File: src/rtl/uart_tx_frame.sv
// uart_tx_frame -- UART transmitter framing one word per request.
//
// Frame: start (0), DataBits payload bits LSB first, optional parity bit,
// StopBits stop bits (1). Every bit lasts BitCycles = ClockFrequency/BaudRate
// clocks. All outputs are registered.
//
// Ports:
//   clock             rising-edge clock
//   reset             asynchronous active-low reset
//   startTransmission frame request, sampled in IDLE
//   data              payload, latched when the request is accepted
//   sendBreak         (UART_TX_FRAME_BREAK_EN only) hold line low while idle
//   busy              high while a frame (or break) is in progress
//   done              one-cycle pulse in the cycle after the last stop bit
//   tx                serial line, idle high
//
// Optional feature macro: UART_TX_FRAME_BREAK_EN (adds sendBreak).
module uart_tx_frame #(
   parameter int ClockFrequency = 1000000,
   parameter int BaudRate       = 9600,
   parameter int DataBits       = 8,
   parameter int ParityMode     = 0,   // 0 none, 1 odd, 2 even
   parameter int StopBits       = 1
) (
   input  logic                clock,
   input  logic                reset,
   input  logic                startTransmission,
   input  logic [DataBits-1:0] data,
`ifdef UART_TX_FRAME_BREAK_EN
   input  logic                sendBreak,
`endif
   output logic                busy,
   output logic                done,
   output logic                tx
);
   localparam int BitCycles = ClockFrequency / BaudRate;
   // Sized for the 2-stop-bit STOP state, which counts 2*BitCycles-1.
   localparam int CntW = $clog2(2 * BitCycles);
   localparam int IdxW = $clog2(DataBits);
   localparam logic [CntW-1:0] BitLast  = CntW'(BitCycles - 1);
   localparam logic [CntW-1:0] StopLast = CntW'(StopBits * BitCycles - 1);
   localparam logic [IdxW-1:0] IdxLast  = IdxW'(DataBits - 1);

   if (ClockFrequency < 2 * BaudRate) begin : g_bad_baud
      $error("uart_tx_frame: ClockFrequency must be at least 2*BaudRate");
   end
   if (DataBits < 5 || DataBits > 9) begin : g_bad_bits
      $error("uart_tx_frame: DataBits must be 5..9");
   end
   if (ParityMode < 0 || ParityMode > 2) begin : g_bad_par
      $error("uart_tx_frame: ParityMode must be 0, 1 or 2");
   end
   if (StopBits < 1 || StopBits > 2) begin : g_bad_stop
      $error("uart_tx_frame: StopBits must be 1 or 2");
   end

   typedef enum logic [2:0] {IDLE, START, DATA, PARITY, STOP} state_t;

   state_t              state, state_n;
   logic [CntW-1:0]     cnt, cnt_n;
   logic [IdxW-1:0]     idx, idx_n;
   logic [DataBits-1:0] shreg, shreg_n;
   logic                par, par_n;
   logic                tx_n, busy_n, done_n;
   logic                brk;

`ifdef UART_TX_FRAME_BREAK_EN
   assign brk = sendBreak;
`else
   assign brk = 1'b0;
`endif

   always_ff @(posedge clock or negedge reset) begin
      if (!reset) begin
         state <= IDLE;
         cnt   <= '0;
         idx   <= '0;
         shreg <= '0;
         par   <= 1'b0;
         tx    <= 1'b1;
         busy  <= 1'b0;
         done  <= 1'b0;
      end else begin
         state <= state_n;
         cnt   <= cnt_n;
         idx   <= idx_n;
         shreg <= shreg_n;
         par   <= par_n;
         tx    <= tx_n;
         busy  <= busy_n;
         done  <= done_n;
      end
   end

   always_comb begin
      state_n = state;
      cnt_n   = cnt + 1'b1;
      idx_n   = idx;
      shreg_n = shreg;
      par_n   = par;
      done_n  = 1'b0;
      tx_n    = 1'b1;
      busy_n  = 1'b0;

      case (state)
         IDLE: begin
            cnt_n = '0;
            if (startTransmission && !brk) begin
               state_n = START;
               shreg_n = data;
               idx_n   = '0;
               par_n   = (ParityMode == 1) ? ~^data : ^data;
            end
         end
         START: begin
            if (cnt == BitLast) begin
               state_n = DATA;
               cnt_n   = '0;
            end
         end
         DATA: begin
            if (cnt == BitLast) begin
               cnt_n = '0;
               if (idx == IdxLast) begin
                  state_n = (ParityMode != 0) ? PARITY : STOP;
               end else begin
                  idx_n   = idx + 1'b1;
                  shreg_n = shreg >> 1;
               end
            end
         end
         PARITY: begin
            if (cnt == BitLast) begin
               state_n = STOP;
               cnt_n   = '0;
            end
         end
         STOP: begin
            if (cnt == StopLast) begin
               state_n = IDLE;
               cnt_n   = '0;
               done_n  = 1'b1;
            end
         end
         default: begin
            state_n = IDLE;
            cnt_n   = '0;
         end
      endcase

      // Registered line value for the state being entered; DATA always
      // presents bit 0 of the (possibly just shifted) register.
      case (state_n)
         START:   begin tx_n = 1'b0;       busy_n = 1'b1; end
         DATA:    begin tx_n = shreg_n[0]; busy_n = 1'b1; end
         PARITY:  begin tx_n = par_n;      busy_n = 1'b1; end
         STOP:    begin tx_n = 1'b1;       busy_n = 1'b1; end
         default: begin tx_n = 1'b1;       busy_n = 1'b0; end
      endcase

      // Break only applies from a settled IDLE, never to the done cycle.
      if (state == IDLE && brk) begin
         tx_n   = 1'b0;
         busy_n = 1'b1;
      end
   end
endmodule

File: config.mk
export PLATFORM = sky130hd
export DESIGN_NAME = uart_tx_frame
export DESIGN_NICKNAME = d
export VERILOG_FILES = /design/src/rtl/uart_tx_frame.sv
export SDC_FILE = /design/constraint.sdc
export NUM_CORES = 1
export LEC_CHECK = 0
export CORE_MARGIN = 2
export CORE_UTILIZATION = 49
export DETAILED_ROUTE_END_ITERATION = 16
export GPL_TIMING_DRIVEN = 0
export MAX_ROUTING_LAYER = met4
export PLACE_DENSITY = 0.72
export REMOVE_ABC_BUFFERS = 1
export SETUP_SLACK_MARGIN = 0.5
export SLEW_MARGIN = 30
export SYNTH_ARGS = -nofsm -noshare
export SYNTH_HDL_FRONTEND = slang
export SYNTH_SLANG_ARGS = --single-unit
File: constraint.sdc
create_clock -name clock -period 1.5 [get_ports clock]
set_input_delay 0.15 -clock clock [delete_from_list [all_inputs] [get_ports clock]]
set_output_delay 0.15 -clock clock [all_outputs]
set_load 0.01 [all_outputs]
Word-level counts from Yosys, hierarchy flattened
Cells that the tools add are included.
{ "word_totals": {"elab_cells": 53, "ff_bits": 26, "out_inout_bits": 3, "inputBits": 11} }
{ "op_classes": {"n_addsub": 2, "n_reduce_logical": 6, "mux": 23, "n_eq_ne": 13} }
{ "ops": {"columns": ["cell", "count"], "rows": [
  ["$mux W8", 5],
  ["$mux W3", 9],
  ["$pmux W8 S2", 1],
  ["$pmux W3 S5", 1],
  ["$eq A3 B2 Y1 const B", 4],
  ["$eq A3 B3 Y1 const B", 3],
  ["$add A8 B1 Y8 const B", 1],
  ["$eq A8 B7 Y1 const B", 1],
  ["$reduce_or A4 Y1", 2],
  ["$reduce_xor A8 Y1", 1],
  ["$eq A3 B1 Y1 const B", 2],
  ["$ne A2 B2 Y1 const B", 3],
  ["$pmux W3 S2", 1],
  ["$mux W1", 5],
  ["$reduce_and A4 Y1", 1],
  ["$add A3 B1 Y3 const B", 1],
  ["$logic_not A3 Y1", 1],
  ["$pmux W1 S3", 1],
  ["$reduce_bool A2 Y1", 1]
]} }

Longest topological paths before layout
{ "logic_depth": {"ltp_word": 7, "depth_mapped": 7, "depth_no_buf": 7} }

Worst setup path before layout
Ideal clock, no wire load.
{ "synth_timing": {"path_kind": "reg-to-reg", "from": "register idx[0]", "to": "register idx[0]", "path_stages_with_launch": 7, "setup_ps": 125, "period_less_slack_ps": 1579, "path_slack_ps": -79, "arrival_time_ps": 1455, "t_required_ps": 1375, "path_buffers": 0, "cell_sequence": "dfrtp_1 > ha_1 > ha_1 > nor2_1 > and4bb_4 > nor2_4 > mux2_2"} }
{ "synth_between": {"elab_chain_cells": 4} }
{ "synth_rtl": {"columns": ["item", "line_no", "rtl"], "rows": [
  ["from (decl)", "61", "logic [IdxW-1:0] idx, idx_n;"],
  ["from (signal assigned)", "86", "idx <= idx_n;"],
  ["$add A3 B1 Y3", "127", "idx_n = idx + 1'b1;"],
  ["$mux W3", "124", "if (idx == IdxLast) begin"],
  ["$mux W3", "122", "if (cnt == BitLast) begin"],
  ["$pmux W3 S2", "105", "case (state)"]
]} }
Parallel ways exist; a longest one is shown, timed or not. The select of a mux whose other input is x is not followed.
A chain may end at the register's enable or synchronous reset.

Worst setup path after layout
Ends and elaborated chain as after synthesis.

==> impl_metrics.json <==
{
  "outcome": "complete, but fails checks",
  "violations": "negative setup slack",
  "numPortBuffers": 13,
  "yosysWarnings": 0,
  "crit_chain": "ha_2 -> ha_4 -> nor2_4 -> and4bb_4 -> nor2_4 -> mux2_4",
  "crit_top_cell": "nor2_4",
  "globalplace.congestion": 0.7691,
  "max_stage_delay_ns": 0.41,
  "grt_pass1_wl_um": 4892,
  "core_area_um2": 2477,
  "slew_violations": 0,
  "cts_tree": "done",
  "dp.cells": 165,
  "die_w_um": 55.19,
  "timing.fmax_mhz": 623.5,
  "die_h_um": 55.19,
  "period_needed_ns": 1.604,
  "synth_cell_types": 33,
  "post-route-drc-count": 0,
  "cp_max_fo": 3,
  "cts-htree-levels": 1,
  "p_seq_share_pct": 60.6,
  "final_common_cell": "dfrtp_1",
  "ir_worst_vdd_v": 0.0006926,
  "rsz0062_at_grt": "true",
  "initial_core_util_pct": 51.82,
  "end_kind": "register",
  "via_count": 1103,
  "synth_top_area_cell": "dfrtp_1",
  "synth_area_um2": 1284,
  "powerDensity_nw_per_um2": 618.7,
  "whs_ns": 0.3236,
  "drive_above_1_share_pct": 46.01,
  "clk_latency_ns": 0.33,
  "fin_ws_ns": -0.1038,
  "switching_share_pct": 22.81,
  "drt_first_pass_iters": 4,
  "combinationalPowerShare_pct": 7.3,
  "power.total_mw": 1.158,
  "cts_buffers": 3,
  "criticalPathCategory": "register to register",
  "r2r_cells": 6,
  "crit_family": "simple AND/OR/NAND/NOR gates",
  "hold_viol_final": 0,
  "worstMarginPinSlew_ns": 0.5933,
  "antenna_found_initial": 0,
  "ant_nets": 0,
  "cts.reportedPaths.clkPinSlew_ns": 0.15,
  "syn_to_final_growth_pct": 45.81,
  "drt_iter0_drc": 16,
  "synth_seq_cells": 26,
  "first_global_vias": 1072,
  "crit_buf_inv": 0,
  "rows": 18,
  "synthCells": 124,
  "yosysSeqAreaShare_pct": 50.78,
  "num_io_pins": 14,
  "vias_per_cell": 5.715,
  "wire_per_inst_um": 17.57,
  "finalNonFillerCells": 193,
  "hold_class": "primary input to asynchronous set/reset pin",
  "overflow": 0,
  "final_cell_mix": "dfrtp_1, nand2_1, buf_4, buf_6",
  "maxCapViolCount": 0,
  "finalSetupViolations": 12,
  "startpoint_type": "register",
  "cts-root-buf": "clkbuf_4",
  "fillers": 150,
  "clkSinkCount": 26,
  "p_switching_mw": 0.2642,
  "finalCritPeriodShare_pct": 106.9,
  "fin_skew_ns": 0.008933,
  "cp.arrival_ns": 1.84,
  "power.internal_mw": 0.8939,
  "grt_usage_pct": 23.40,
  "slowest_stage": "dfrtp_1",
  "avgSynthCellArea_um2": 10.35,
  "die_area_um2": 3045,
  "yosys-top-cells-area": "dfrtp_1, xnor2_1, nand2_1",
  "grt_max_degree": 27,
  "slew_headroom_pct": 60.45,
  "worst_ep_required_time_ns": 1.73,
  "r2r_start": "idx[0]",
  "antennaDiodeCount": 0,
  "synth_top_area_share_pct": 48.73,
  "power_leakage_nw": 0.8063,
  "totalWireLength_um": 3391,
  "p_clk_share_pct": 32.1,
  "cp-startpoint": "idx[0]",
  "dp_hpwl_um": 1566,
  "cp_num_cells": 6,
  "nets": 178,
  "cts_buffer_depth": 2
}
[path summary, 6_finish.rpt]
kind,endpoint,slack (ns)
setup / recovery,idx[0],-0.10
hold / removal,cnt[2],0.32
setup reg to reg,idx[0],-0.10
hold reg to reg,shreg[5],0.50
max in group asynchronous,state[0],0.75
min in group clock,shreg[7],0.42
[metrics by stage]
stage | setup TNS, ns | setup slack (ns) | util (%) | instance area [um^2]
after floorplan | -0.1855 | -0.1490 | - | 1265
after global placement | -2.722 | -0.2768 | 57.83 | 1433
after detailed placement | -2.089 | -0.3232 | 57.63 | 1428
after CTS | -0.8496 | -0.08488 | 70.35 | 1743
after global routing | -1.612 | -0.1602 | 75.56 | 1872
final | -0.8623 | -0.1038 | 75.56 | 1872
[metal layers]
| metal | GRT usage (%) | up-vias | wire length [um] |
|---|---|---|---|
| li1 | - | 509 | - |
| met1 | 28.67 | 549 | 1378 |
| met2 | 38.69 | 33 | 1787 |
| met3 | 3.763 | 12 | 123 |
| met4 | 9.350 | 0 | 102 |
| met5 | - | - | 0 |
[power groups by stage]
stage               Clock [mW]  Sequential (mW)  Combinational, mW
finish                   0.372            0.701             0.0847
global route             0.399            0.701             0.0920
CTS                      0.366            0.701             0.0816
detailed placement           0            0.714             0.0793
global placement             0            0.714             0.0791
floorplan                    0            0.714             0.0311
[sequential cells by signal (all words and copies together) (netlist names)]
register	flops
busy	1
cnt	8
done	1
idx	3
par	1
shreg	8
state	3
tx	1
[synthesized netlist by cell type]
library cell and count:
nand4_1 1, a22oi_1 6, mux2_2 1, dfrtp_1 25, nand3_1 5, a21oi_1 2, nor2b_2 1, o21ai_0 5
nor2_1 13, inv_2 1, nand3b_1 1, ha_1 3, nand4bb_4 1, nor3_1 2, and3_4 1, buf_4 1
o21ai_2 1, nand2b_1 1, o32ai_2 1, dfstp_2 1, nand2_1 24, buf_6 1, and4bb_4 1, or2_4 1
o311a_1 1, o22ai_1 1, nor2_4 1, inv_1 3, xnor2_1 11, xor2_1 3, and3_1 2, a41oi_1 1
nor2_2 1
[kinds of logic after synthesis]
kind of cell / Yosys count / synth area share (%)
compound gates: 18 / 10.14
simple gates: 56 / 23.10
mux: 1 / 0.8771
buf+inv: 6 / 2.631
xor+xnor: 14 / 9.552
flops: 26 / 50.78
fa+ha+maj: 3 / 2.924
[what timing repair did]
item | 4_1_cts | 5_1_grt
endpoints found under the setup margin | 29 | 29
gates resized for setup | 44 | 22
buffers inserted | 17 | 6
pin swaps | 10 | 19
hold buffers | 1 | 0
hold endpoints to repair | 25 | 0
[final cells by class]
cell class | instances | area (um^2) | share of cell area (%)
tap | 30 | 37.54 | 2.005
clock buffer | 4 | 36.28 | 1.938
inverter | 4 | 15.01 | 0.8021
multi-input combinational | 92 | 768.2 | 41.04
sequential | 26 | 654.4 | 34.96
timing repair buffer | 37 | 360.3 | 19.25
(Power assumes the default switching activity.)
